### config.mk
export PLATFORM = sky130hd
export DESIGN_NAME = regfile_wb_arbiter
export DESIGN_NICKNAME = d
export VERILOG_FILES = /design/src/rtl/regfile_wb_arbiter_pkg.sv /design/src/rtl/regfile_wb_arbiter_wb_fifo.sv /design/src/rtl/regfile_wb_arbiter.sv
export SDC_FILE = /design/constraint.sdc
export NUM_CORES = 1
export LEC_CHECK = 0
export BUFFER_PORTS_ARGS = -buffer_cell sky130_fd_sc_hd__buf_2
export CAP_MARGIN = 0
export CORE_ASPECT_RATIO = 0.9
export CORE_UTILIZATION = 55
export CTS_CLUSTER_DIAMETER = 50
export CTS_CLUSTER_SIZE = 40
export DETAILED_ROUTE_END_ITERATION = 7
export PLACE_DENSITY_LB_ADDON = 0.1
export SLEW_MARGIN = 20
export SYNTH_ARGS = -nofsm -noshare
export SYNTH_HDL_FRONTEND = slang
export SYNTH_SLANG_ARGS = --single-unit
### constraint.sdc
create_clock -name clk -period 3.65 [get_ports clk]
set_input_delay 0 -clock clk [delete_from_list [all_inputs] [get_ports clk]]
set_output_delay 0 -clock clk [all_outputs]
set_load 0.02 [all_outputs]
### src/rtl/regfile_wb_arbiter_pkg.sv
// Shared types for the register-file writeback arbiter.
package regfile_wb_arbiter_pkg;

   typedef logic [4:0]  u5;
   typedef logic [63:0] u64;

   localparam int REG_NUM       = 32;
   localparam int WB_FIFO_DEPTH = 4;

   // One pending register-file write: destination index and result.
   typedef struct packed {
      u5  rd;
      u64 data;
   } wb_req_t;

endpackage

### src/rtl/regfile_wb_arbiter_wb_fifo.sv
// Small synchronous FIFO buffering long-unit writebacks.
// The caller guarantees push only when not full and pop only when not empty.
module regfile_wb_arbiter_wb_fifo
   import regfile_wb_arbiter_pkg::*;
#(
   parameter int DEPTH = WB_FIFO_DEPTH,
   localparam int PW   = $clog2(DEPTH),
   localparam int CW   = PW + 1
) (
   input  logic          clk,
   input  logic          rst_n,
   input  logic          push,
   input  wb_req_t       push_data,
   input  logic          pop,
   output logic          full,
   output logic          empty,
   output logic [CW-1:0] count,
   output wb_req_t       head
);

   wb_req_t       mem [DEPTH];
   logic [PW-1:0] wr_ptr;
   logic [PW-1:0] rd_ptr;

   // Pointer and occupancy bookkeeping; DEPTH is a power of two, so pointers wrap on overflow.
   always_ff @(posedge clk or negedge rst_n) begin
      if (!rst_n) begin
         wr_ptr <= '0;
         rd_ptr <= '0;
         count  <= '0;
      end else begin
         if (push) wr_ptr <= wr_ptr + 1'b1;
         if (pop)  rd_ptr <= rd_ptr + 1'b1;
         if (push && !pop)      count <= count + 1'b1;
         else if (pop && !push) count <= count - 1'b1;
      end
   end

   // Entry storage; contents are don't-care until written, so no reset is needed.
   always_ff @(posedge clk) begin
      if (push) mem[wr_ptr] <= push_data;
   end

   assign full  = (count == CW'(DEPTH));
   assign empty = (count == '0);
   assign head  = mem[rd_ptr];

endmodule

### src/rtl/regfile_wb_arbiter.sv
// Merges pipeline and long-unit writebacks onto the single register-file write port,
// and keeps the busy scoreboard of outstanding long-op destinations.
module regfile_wb_arbiter
   import regfile_wb_arbiter_pkg::*;
#(
   parameter int FIFO_DEPTH = WB_FIFO_DEPTH
) (
   input  logic                        clk,
   input  logic                        rst_n,
   input  logic                        pipe_valid,
   input  logic [4:0]                  pipe_rd,
   input  logic [63:0]                 pipe_data,
   input  logic                        lu_valid,
   output logic                        lu_ready,
   input  logic [4:0]                  lu_rd,
   input  logic [63:0]                 lu_data,
   input  logic                        iss_valid,
   input  logic [4:0]                  iss_rd,
   output logic [4:0]                  reg_w,
   output logic [63:0]                 w_data,
   output logic                        reg_w_ctrl,
   output logic [REG_NUM-1:0]          busy,
   output logic [$clog2(FIFO_DEPTH):0] fifo_count
);

   wb_req_t            head;
   wb_req_t            lu_req;
   wb_req_t            sel;
   logic               sel_valid;
   logic               full;
   logic               empty;
   logic               push;
   logic               pop;
   logic [REG_NUM-1:0] busy_nxt;

   // lu_ready looks only at occupancy, so a full FIFO refuses even while it pops.
   assign lu_ready = !full;
   assign push     = lu_valid && !full;
   assign pop      = !pipe_valid && !empty;
   assign lu_req   = '{rd: lu_rd, data: lu_data};

   regfile_wb_arbiter_wb_fifo #(.DEPTH(FIFO_DEPTH)) u_fifo (
      .clk       (clk),
      .rst_n     (rst_n),
      .push      (push),
      .push_data (lu_req),
      .pop       (pop),
      .full      (full),
      .empty     (empty),
      .count     (fifo_count),
      .head      (head)
   );

   // Strict priority: pipeline first, then FIFO head, else nothing.
   always_comb begin
      sel       = head;
      sel_valid = 1'b0;
      if (pipe_valid) begin
         sel.rd    = pipe_rd;
         sel.data  = pipe_data;
         sel_valid = 1'b1;
      end else if (!empty) begin
         sel_valid = 1'b1;
      end
   end

   // Registered write port; x0 entries load index/data but never enable the write.
   always_ff @(posedge clk or negedge rst_n) begin
      if (!rst_n) begin
         reg_w      <= '0;
         w_data     <= '0;
         reg_w_ctrl <= 1'b0;
      end else if (sel_valid) begin
         reg_w      <= sel.rd;
         w_data     <= sel.data;
         reg_w_ctrl <= (sel.rd != '0);
      end else begin
         reg_w_ctrl <= 1'b0;
      end
   end

   // Scoreboard next state: pop clears, issue sets afterwards so it wins on a collision.
   always_comb begin
      busy_nxt = busy;
      if (pop) busy_nxt[head.rd] = 1'b0;
      if (iss_valid && iss_rd != '0) busy_nxt[iss_rd] = 1'b1;
      busy_nxt[0] = 1'b0;
   end

   // Scoreboard register.
   always_ff @(posedge clk or negedge rst_n) begin
      if (!rst_n) busy <= '0;
      else        busy <= busy_nxt;
   end

endmodule

==> results of run 1 <==
cell families (layout without fill, tap and decap cells):
logic type      Yosys count  in the layout  share of synthesized area (%)
xor+xnor                  6              6                          0.351
fa+ha+maj                 6              6                          0.552
buf+inv                  50            484                           1.46
simple gates            183            183                           5.28
flops                   384            384                           73.5
compound gates          108            108                           3.76
mux                     139            139                           15.1
other cells               1              2                         0.0251
critical path, cell delays in order (launching register included):
cell and delay, ns:
dfrtp_1 0.46, nor3_1 0.56, nor2_1 0.19, inv_1 0.10, ha_1 0.18, inv_1 0.06
fa_1 0.38, xor2_1 0.17, nor2_1 0.11, xor2_1 0.14
sequential cells by signal, indices dropped and copies added (netlist names):
signal and count:
u_fifo.mem 276, w_data 64, busy 31, reg_w 5
u_fifo.count 3, u_fifo.rd_ptr 2, u_fifo.wr_ptr 2, reg_w_ctrl 1
power by group through the flow:
stage,sequential (mW),combinational (mW),clock (mW)
after detailed placement,6.71,4.38,0
after CTS,6.63,4.52,3.95
after floorplan,7.21,2.35,0
final,6.62,4.48,3.88
after global routing,6.75,4.87,4.11
after global placement,6.68,4.31,0
final cells by class:
cell class / count / area (um2) / area share (%)
antenna: 1 / 2.50 / 0.0129
clock buffer: 42 / 965 / 4.98
clock inverter: 21 / 279 / 1.44
inverter: 4 / 15.0 / 0.0775
multi-input combinational: 443 / 3770 / 19.5
sequential: 384 / 11000 / 56.8
tap: 348 / 435 / 2.25
timing repair buffer: 417 / 2890 / 14.9
routing by layer:
| layer | track usage [%] | vias up | routed length (um) |
|---|---|---|---|
| met5 | 0 | - | 0 |
| met4 | 5.96 | 0 | 530 |
| met3 | 3.94 | 44 | 1920 |
| met2 | 40.0 | 324 | 15900 |
| met1 | 33.5 | 4532 | 14200 |
| li1 | - | 4174 | - |
synthesized netlist by cell type, drive strengths merged, types with 2 or more instances:
cell and number:
mux2i 68, or3b 3, nand3b 3, and2 2, xor2 3, inv 4, nor2 15, nand2b 5
a21oi 2, o21ai 99, nor3 8, or4b 2, clkbuf 17, buf 29, xnor2 3, mux2 2
and3 4, nand2 134, nor2b 2, edfxtp 276, mux4 69, dfrtp 108, a211oi 3, ha 5
how the worst max path moves through the flow:
stage	start	end	slack, ns	cells after the start
global route	u_fifo.rd_ptr[0]$_DFFE_PN0N_	w_data[19]$_DFFE_PN0P_	1.02	4
global placement	u_fifo.rd_ptr[0]$_DFFE_PN0N_	w_data[42]$_DFFE_PN0P_	1.21	4
finish	u_fifo.count[0]$_DFFE_PN0P_	u_fifo.count[2]$_DFFE_PN0P_	1.23	9
detailed placement	u_fifo.rd_ptr[0]$_DFFE_PN0N_	w_data[40]$_DFFE_PN0P_	1.20	4
floorplan	u_fifo.count[0]$_DFFE_PN0P_	u_fifo.mem[0][0]$_DFFE_PP_	0.65	3
CTS	u_fifo.rd_ptr[0]$_DFFE_PN0N_	w_data[40]$_DFFE_PN0P_	1.17	4
==> impl_metrics.tcl, run 1 <==
set metrics [dict create \
    setup-violations-final 0 \
    hold_slack_ns 0.160 \
    die_h_um 158 \
    syn_area_um2 15000 \
    grt_max_degree 91 \
    synth_top_area_share_pct 55.4 \
    worst_setup_path_end_kind "flip-flop" \
    layout.nets 1439 \
    layout_commonest_cell "edfxtp_1" \
    postSynthNetCount 1031 \
    drc_errors 0 \
    final_cells 1660 \
    status "complete, no violations" \
    synthArstFlopShare_pct 28.1 \
    start_kind "flip-flop" \
    pre_cts_slack_ns 1.20 \
    switchingPower_mw 4.90 \
    port_buffers 252 \
    cts_tree "done" \
    vdd_drop_max_mv 0.477 \
    synth_largest_area_cell "edfxtp_1" \
    synthToLayoutAreaGrowth_pct 29.5 \
    initial_core_util_pct 56.6 \
    hold_viol 0 \
    gp_congestion 0.858 \
    seqPwrFrac_pct 44.2 \
    p_leak_nw 7.48 \
    synth.avg_cell_area_um2 17.1 \
    max_cap_viol_count 0 \
    grt_pass1_vias 9234 \
    dpl.cell_count 1445 \
    drive_gt1_share_pct 30.9 \
    min_period_ns 2.42 \
    slew_viol_final 0 \
    dp_hpwl_um 19300 \
    vias 9074 \
    post_cts_buffers 0 \
    clock_latency_ns 0.51 \
    cp_data_arrival_time_ns 2.85 \
    fmax_ghz 0.413 \
    power_frac_clock_pct 25.9 \
    cts_hold_buf 150 \
    cts-buffers-inserted 35 \
    crit_fanout 6 \
    layout_setup_ws_ns 1.23 \
    via_per_inst 5.47 \
    cts.path.max_buffers 3 \
    wl_um 32500 \
    ant_nets 0 \
    synth_area_leaders "edfxtp_1 55%, dfrtp_1 18%, mux4_2 10%" \
    synth.ff_latch_count 384 \
    core_area_um2 26400 \
    r2r-end "u_fifo.count[2]$_DFFE_PN0P_" \
    ios 254 \
    synth_edf_count 276 \
    cts.htree.levels 2 \
    clock-sinks 384 \
    skew_ns 0.0154 \
    hold_path.class "in2async" \
    r2r-start "u_fifo.count[0]$_DFFE_PN0P_" \
    synth_cell_types 40 \
    utilization_pct 73.3 \
    num-fill-cells 1663 \
    total_power_mw 15.0 \
    grt_usage_pct 24.0 \
    rsz0062_at_grt "false" \
    comb_power_share_pct 29.9 \
    placementRows 56 \
    place_area_um2 16600 \
    relSlewSlack_pct 40.9 \
    clk_pin_slew_ns 0.07 \
    ys.flop_type "edfxtp_1" \
    swShare_pct 32.7 \
    antenna_found_initial 1 \
    initialDrtViolationCount 718 \
    netlist_instances 877 \
    p_per_area_nw_per_um2 774 \
    rr_worst_depth 9 \
    first_pass_iters 5 \
    critPathKind "reg2reg" \
    p_int_mw 10.1 \
    grt_overflow 0 \
    worstMarginPinSlew_ns 0.887 \
    yosysWarnings 0 \
    fin_area_um2 19400 \
    clock_tree.root_cell "clkbuf_16" \
    grt_pass1_wl_um 50500 \
    cp_data_required_time_ns 4.08 \
    layout_common_cells "276 x edfxtp_1, 250 x buf_2, 150 x dlygate4sd3_1" \
    die_area_um2 27900 \
    yosysSeqAreaShare_pct 73.5 \
    wl_per_cell_um 19.6 \
    cts_resized 0 \
    tns_ns 0 \
    die-width_um 176 \
    fin_crit_sh_pct 66.3 \
    rrSetupSlack_ns 1.23 \
]
Note: power is estimated with default switching activity, not from simulation.
==> run 2, diff against run 1 <==
Settings changed: CORE_UTILIZATION 55 to 51.
Clock period 3.65 ns to 2.1 ns, I/O delays scaled along.
==> run 2 against run 1 <==
Net effect: clock skew shrank 0.00072 ns; via count shrank 0.88%; count of clock-buffer cells in the layout fell by 4; cell area rose by 2.0%; die area is 7.7% higher; routed wire length is 1.2% lower; final cell count up 4.1%.
==> impl_metrics.tcl, run 2 (same netlist as run 1, synthesis figures left out) <==
set metrics [dict create \
    crit_cells 5 \
    layout_setup_ws_ns 0.0740 \
    biggestRegsByFlops "u_fifo.mem: 276 flops, w_data: 64 flops, busy: 31 flops" \
    die_h_um 164 \
    cp_data_arrival_time_ns 2.42 \
    cts_tree "done" \
    start_kind "flip-flop" \
    layout.nets 1460 \
    drive_gt1_share_pct 32.4 \
    grt_overflow 0 \
    clock_tree.root_cell "clkbuf_16" \
    hold_viol 0 \
    fin_crit_sh_pct 96.5 \
    grt_pass1_wl_um 49800 \
    relSlewSlack_pct 57.4 \
    vdd_drop_max_mv 0.697 \
    rsz0062_at_grt "true" \
    dpl.cell_count 1512 \
    ios 254 \
    hold_slack_ns 0.0524 \
    drc_errors 0 \
    rrSetupSlack_ns 0.07 \
    startpoint "u_fifo.rd_ptr[0]$_DFFE_PN0N_" \
    core_area_um2 28900 \
    vias 8994 \
    antenna_found_initial 0 \
    max_cap_viol_count 0 \
    cts-buffers-inserted 35 \
    port_buffers 252 \
    r2r-end "busy[3]$_DFF_PN0_" \
    critPathKind "reg2reg" \
    clock_latency_ns 0.51 \
    hold_path.class "in2async" \
    grt_usage_pct 21.6 \
    critical-path-max-stage-delay_ns 0.56 \
    rr_worst_depth 5 \
    cts.path.max_buffers 3 \
    layout_commonest_cell "edfxtp_1" \
    worstMarginPinSlew_ns 0.638 \
    grt_use_met3_pct 3.53 \
    grtUsageMet2_pct 36.1 \
    initial_core_util_pct 51.8 \
    critPathSlowestCell "mux4_2" \
    final_cells 1728 \
    total_power_mw 26.4 \
    skew_ns 0.0147 \
    dp_hpwl_um 20000 \
    utilization_pct 68.4 \
    num-fill-cells 1962 \
    critPathTopFamily "multiplexers" \
    endpoint "busy[3]$_DFF_PN0_" \
    slew_viol_final 0 \
    fmax_ghz 0.494 \
    cts.htree.levels 2 \
    wl_per_cell_um 18.6 \
    largest_register_ffs 276 \
    gr-usage-met1_pct 30.0 \
    crit_fanout 6 \
    p_leak_nw 7.62 \
    regMostFlops "u_fifo.mem" \
    p_per_area_nw_per_um2 1340 \
    grt_max_degree 89 \
    first_pass_iters 5 \
    cp_data_required_time_ns 2.49 \
    clock-sinks 384 \
    gp_congestion 0.840 \
    status "complete, no violations" \
    via_per_inst 5.20 \
    initialDrtViolationCount 670 \
    layout_common_cells "276 x edfxtp_1, 250 x buf_2, 152 x dlygate4sd3_1" \
    ant_nets 0 \
    post_cts_buffers 0 \
    die-width_um 183 \
    placementRows 59 \
    setup-violations-final 0 \
    pre_cts_slack_ns 0.0373 \
    synthToLayoutAreaGrowth_pct 32.0 \
    die_area_um2 30000 \
    clk_pin_slew_ns 0.07 \
    wl_um 32100 \
    cp.buffers_inverters 1 \
    min_period_ns 2.03 \
    grt_pass1_vias 9216 \
    worst_setup_path_end_kind "flip-flop" \
    r2r-start "u_fifo.rd_ptr[0]$_DFFE_PN0N_" \
    grt-busiest-layer "met2" \
    diodes 0 \
    worstPathCellList "buf_4 -> mux4_2 -> or3_1 -> o21ai_0 -> nand2_1" \
]
-- run 2: how the worst min path moves through the flow --
stage	slack, ns	endpoint	from
2_1_floorplan	-0.30	busy[10]$_DFF_PN0_	rst_n
3_3_place_gp	0.05	w_data[60]$_DFFE_PN0P_	rst_n
3_5_place_dp	0.05	w_data[60]$_DFFE_PN0P_	rst_n
4_1_cts	0.06	w_data[60]$_DFFE_PN0P_	rst_n
5_1_grt	0.11	w_data[4]$_DFFE_PN0P_	rst_n
6_report	0.05	w_data[4]$_DFFE_PN0P_	rst_n
-- run 2: metrics by stage --
stage	TNS (ns)	area, um2
floorplan	-11.77	15000
global placement	0	17000
detailed placement	0	17000
CTS	0	19700
global route	-0.0280	19700
finish	0	19700
-- run 2: final cells by class --
cell class                 count  area (um2)  share of cell area [%]
multi-input combinational    444        3820                    19.3
clock buffer                  38         930                    4.71
sequential                   384       11000                    55.7
clock inverter                25         275                    1.39
inverter                       4        15.0                  0.0760
tap                          396         495                    2.51
timing repair buffer         437        3210                    16.3
-- run 2: routing by layer --
metal / share of wire, % / up-vias
li1: - / 4208
met1: 44 / 4468
met2: 49 / 270
met3: 5.2 / 48
met4: 1.8 / 0
met5: 0 / -
-- run 2: timing repair --
action	CTS	global route
endpoints found under the hold margin	463	0
setup endpoints to repair	0	20
hold buffers	152	0
gates resized for setup	0	7
-- run 2: report_power, final --
part | internal (mW) | switching, mW
Sequential | 10.4 | 0.894
Clock | 3.69 | 2.90
Combinational | 3.66 | 4.88
Total | 17.7 | 8.67
==> run 3, diff against run 2 <==
Settings changed: CORE_ASPECT_RATIO 0.9 to 1.25.
==> run 3 against run 2 <==
Net effect: final cell count down 0.29%; core utilization up 0.097 points; total power down 1.1%; first-iteration DRC count down 11%; critical path type unchanged; critical endpoint is now busy[8]$_DFF_PN0_.
==> impl_metrics.tcl, run 3 (same netlist as run 1, synthesis figures left out) <==
set metrics [dict create \
    worstMarginPinSlew_ns 0.671 \
    seq_area_um2 11000 \
    p_per_area_nw_per_um2 1330 \
    cp.buffers_inverters 1 \
    critPathKind "reg2reg" \
    skew_ns 0.0281 \
    initial_core_util_pct 52.2 \
    clock_latency_ns 0.52 \
    die-width_um 155 \
    die_area_um2 30000 \
    initialDrtViolationCount 599 \
    vias 8987 \
    drc_errors 0 \
    grt_overflow 0 \
    rsz0062_at_grt "true" \
    layout_commonest_cell "edfxtp_1" \
    grt_usage_pct 22.1 \
    gp_congestion 0.819 \
    clk_pin_slew_ns 0.06 \
    dpl.cell_count 1503 \
    worstPathCellList "mux4_2 -> buf_4 -> or4_4 -> o21ai_0 -> nand2_1" \
    wl_um 32500 \
    largest_register_ffs 276 \
    dp_hpwl_um 20000 \
    drive_gt1_share_pct 32.1 \
    num-fill-cells 1975 \
    grt_max_degree 80 \
    utilization_pct 68.5 \
    hold_slack_ns 0.162 \
    core_area_um2 28700 \
    grt_pass1_vias 9497 \
    synthToLayoutAreaGrowth_pct 31.3 \
    cts.htree.levels 2 \
    clock-sinks 384 \
    critPathTopFamily "simple AND/OR/NAND/NOR gates" \
    max_cap_viol_count 0 \
    critical-path-max-stage-delay_ns 0.53 \
    wl_per_cell_um 18.9 \
    relSlewSlack_pct 55.2 \
    biggestRegsByFlops "u_fifo.mem: 276 flops, w_data: 64 flops, busy: 31 flops" \
    via_per_inst 5.22 \
    cp_data_required_time_ns 2.49 \
    vdd_drop_max_mv 0.731 \
    port_buffers 252 \
    placementRows 69 \
    cts.path.max_buffers 3 \
    regMostFlops "u_fifo.mem" \
    status "complete, no violations" \
    crit_fanout 7 \
    critPathSlowestCell "mux4_2" \
    p_leak_nw 7.58 \
    layout.nets 1458 \
    hold_path.class "in2async" \
    worst_setup_path_end_kind "flip-flop" \
    final_cells 1723 \
    ios 254 \
    cts_tree "done" \
    hold_viol 0 \
    min_period_ns 2.05 \
    setup-violations-final 0 \
    first_pass_iters 5 \
    fmax_ghz 0.488 \
    clock_tree.root_cell "clkbuf_16" \
    die_h_um 193 \
    multiInputGateArea_um2 3800 \
    grt_pass1_wl_um 51100 \
    start_kind "flip-flop" \
    tns_ns 0 \
    slew_viol_final 0 \
    cp_data_arrival_time_ns 2.44 \
    fin_crit_sh_pct 97.6 \
    layout_common_cells "276 x edfxtp_1, 250 x buf_2, 153 x dlygate4sd3_1" \
    antenna_found_initial 2 \
    ant_nets 0 \
    cts-buffers-inserted 36 \
]
==> run 3: timing repair <==
action	4_1_cts	5_1_grt
hold buffers	153	0
endpoints found under the setup margin	8	19
buffers inserted	0	0
gates resized for setup	1	14
cloned	0	0
hold endpoints to repair	489	0
==> run 3: report_power, final <==
part	switching [mW]	leakage [nW]	internal, mW
sequential	0.859	3.80	10.4
clock	2.80	0.572	3.58
combinational	4.90	3.21	3.59
total	8.56	7.58	17.6
==> run 3: worst paths after layout <==
check	slack [ns]	startpoint	to	cells after the start
hold / removal	0.16	rst_n	busy[31]$_DFF_PN0_	3
hold reg to reg	0.47	w_data[59]$_DFFE_PN0P_	w_data[59]$_DFFE_PN0P_	2
setup reg to reg	0.05	u_fifo.rd_ptr[0]$_DFFE_PN0N_	busy[8]$_DFF_PN0_	5
min in group clk	0.23	lu_data[22]	u_fifo.mem[0][22]$_DFFE_PP_	2
setup / recovery	0.05	u_fifo.rd_ptr[0]$_DFFE_PN0N_	busy[8]$_DFF_PN0_	5
max in group asynchronous	0.95	rst_n	u_fifo.rd_ptr[0]$_DFFE_PN0N_	3
==> run 3: worst register-to-register path, cell delays in order (launching register included) <==
cell and delay [ns]:
dfrtp_4 0.48, mux4_2 0.53, buf_4 0.16, or4_4 0.48
o21ai_0 0.21, nand2_1 0.08
==> run 3: layout make-up <==
| cell class | count | area share [%] |
|---|---|---|
| Sequential cell | 384 | 56.0 |
| Clock inverter | 18 | 0.822 |
| Timing Repair Buffer | 435 | 16.1 |
| Clock buffer | 48 | 5.13 |
| Multi-Input combinational cell | 443 | 19.4 |
| Antenna cell | 1 | 0.0127 |
| Inverter | 4 | 0.0765 |
| Tap cell | 390 | 2.48 |
==> run 3: layer usage <==
metal	share of wire (%)	GRT usage (%)
met1	41	27.7
met2	52	39.8
met3	4.9	3.72
met4	1.8	5.66
met5	0.031	0
==> run 3: stage by stage <==
step	setup WS, ns	power (mW)	instance area [um2]
finish	0.0497	26.1	19600
global route	-0.0315	27.5	19600
CTS	0.00335	26.3	19600
detailed placement	-0.0285	19.7	16900
global placement	0.0259	19.5	16900
floorplan	-0.0425	16.6	15000
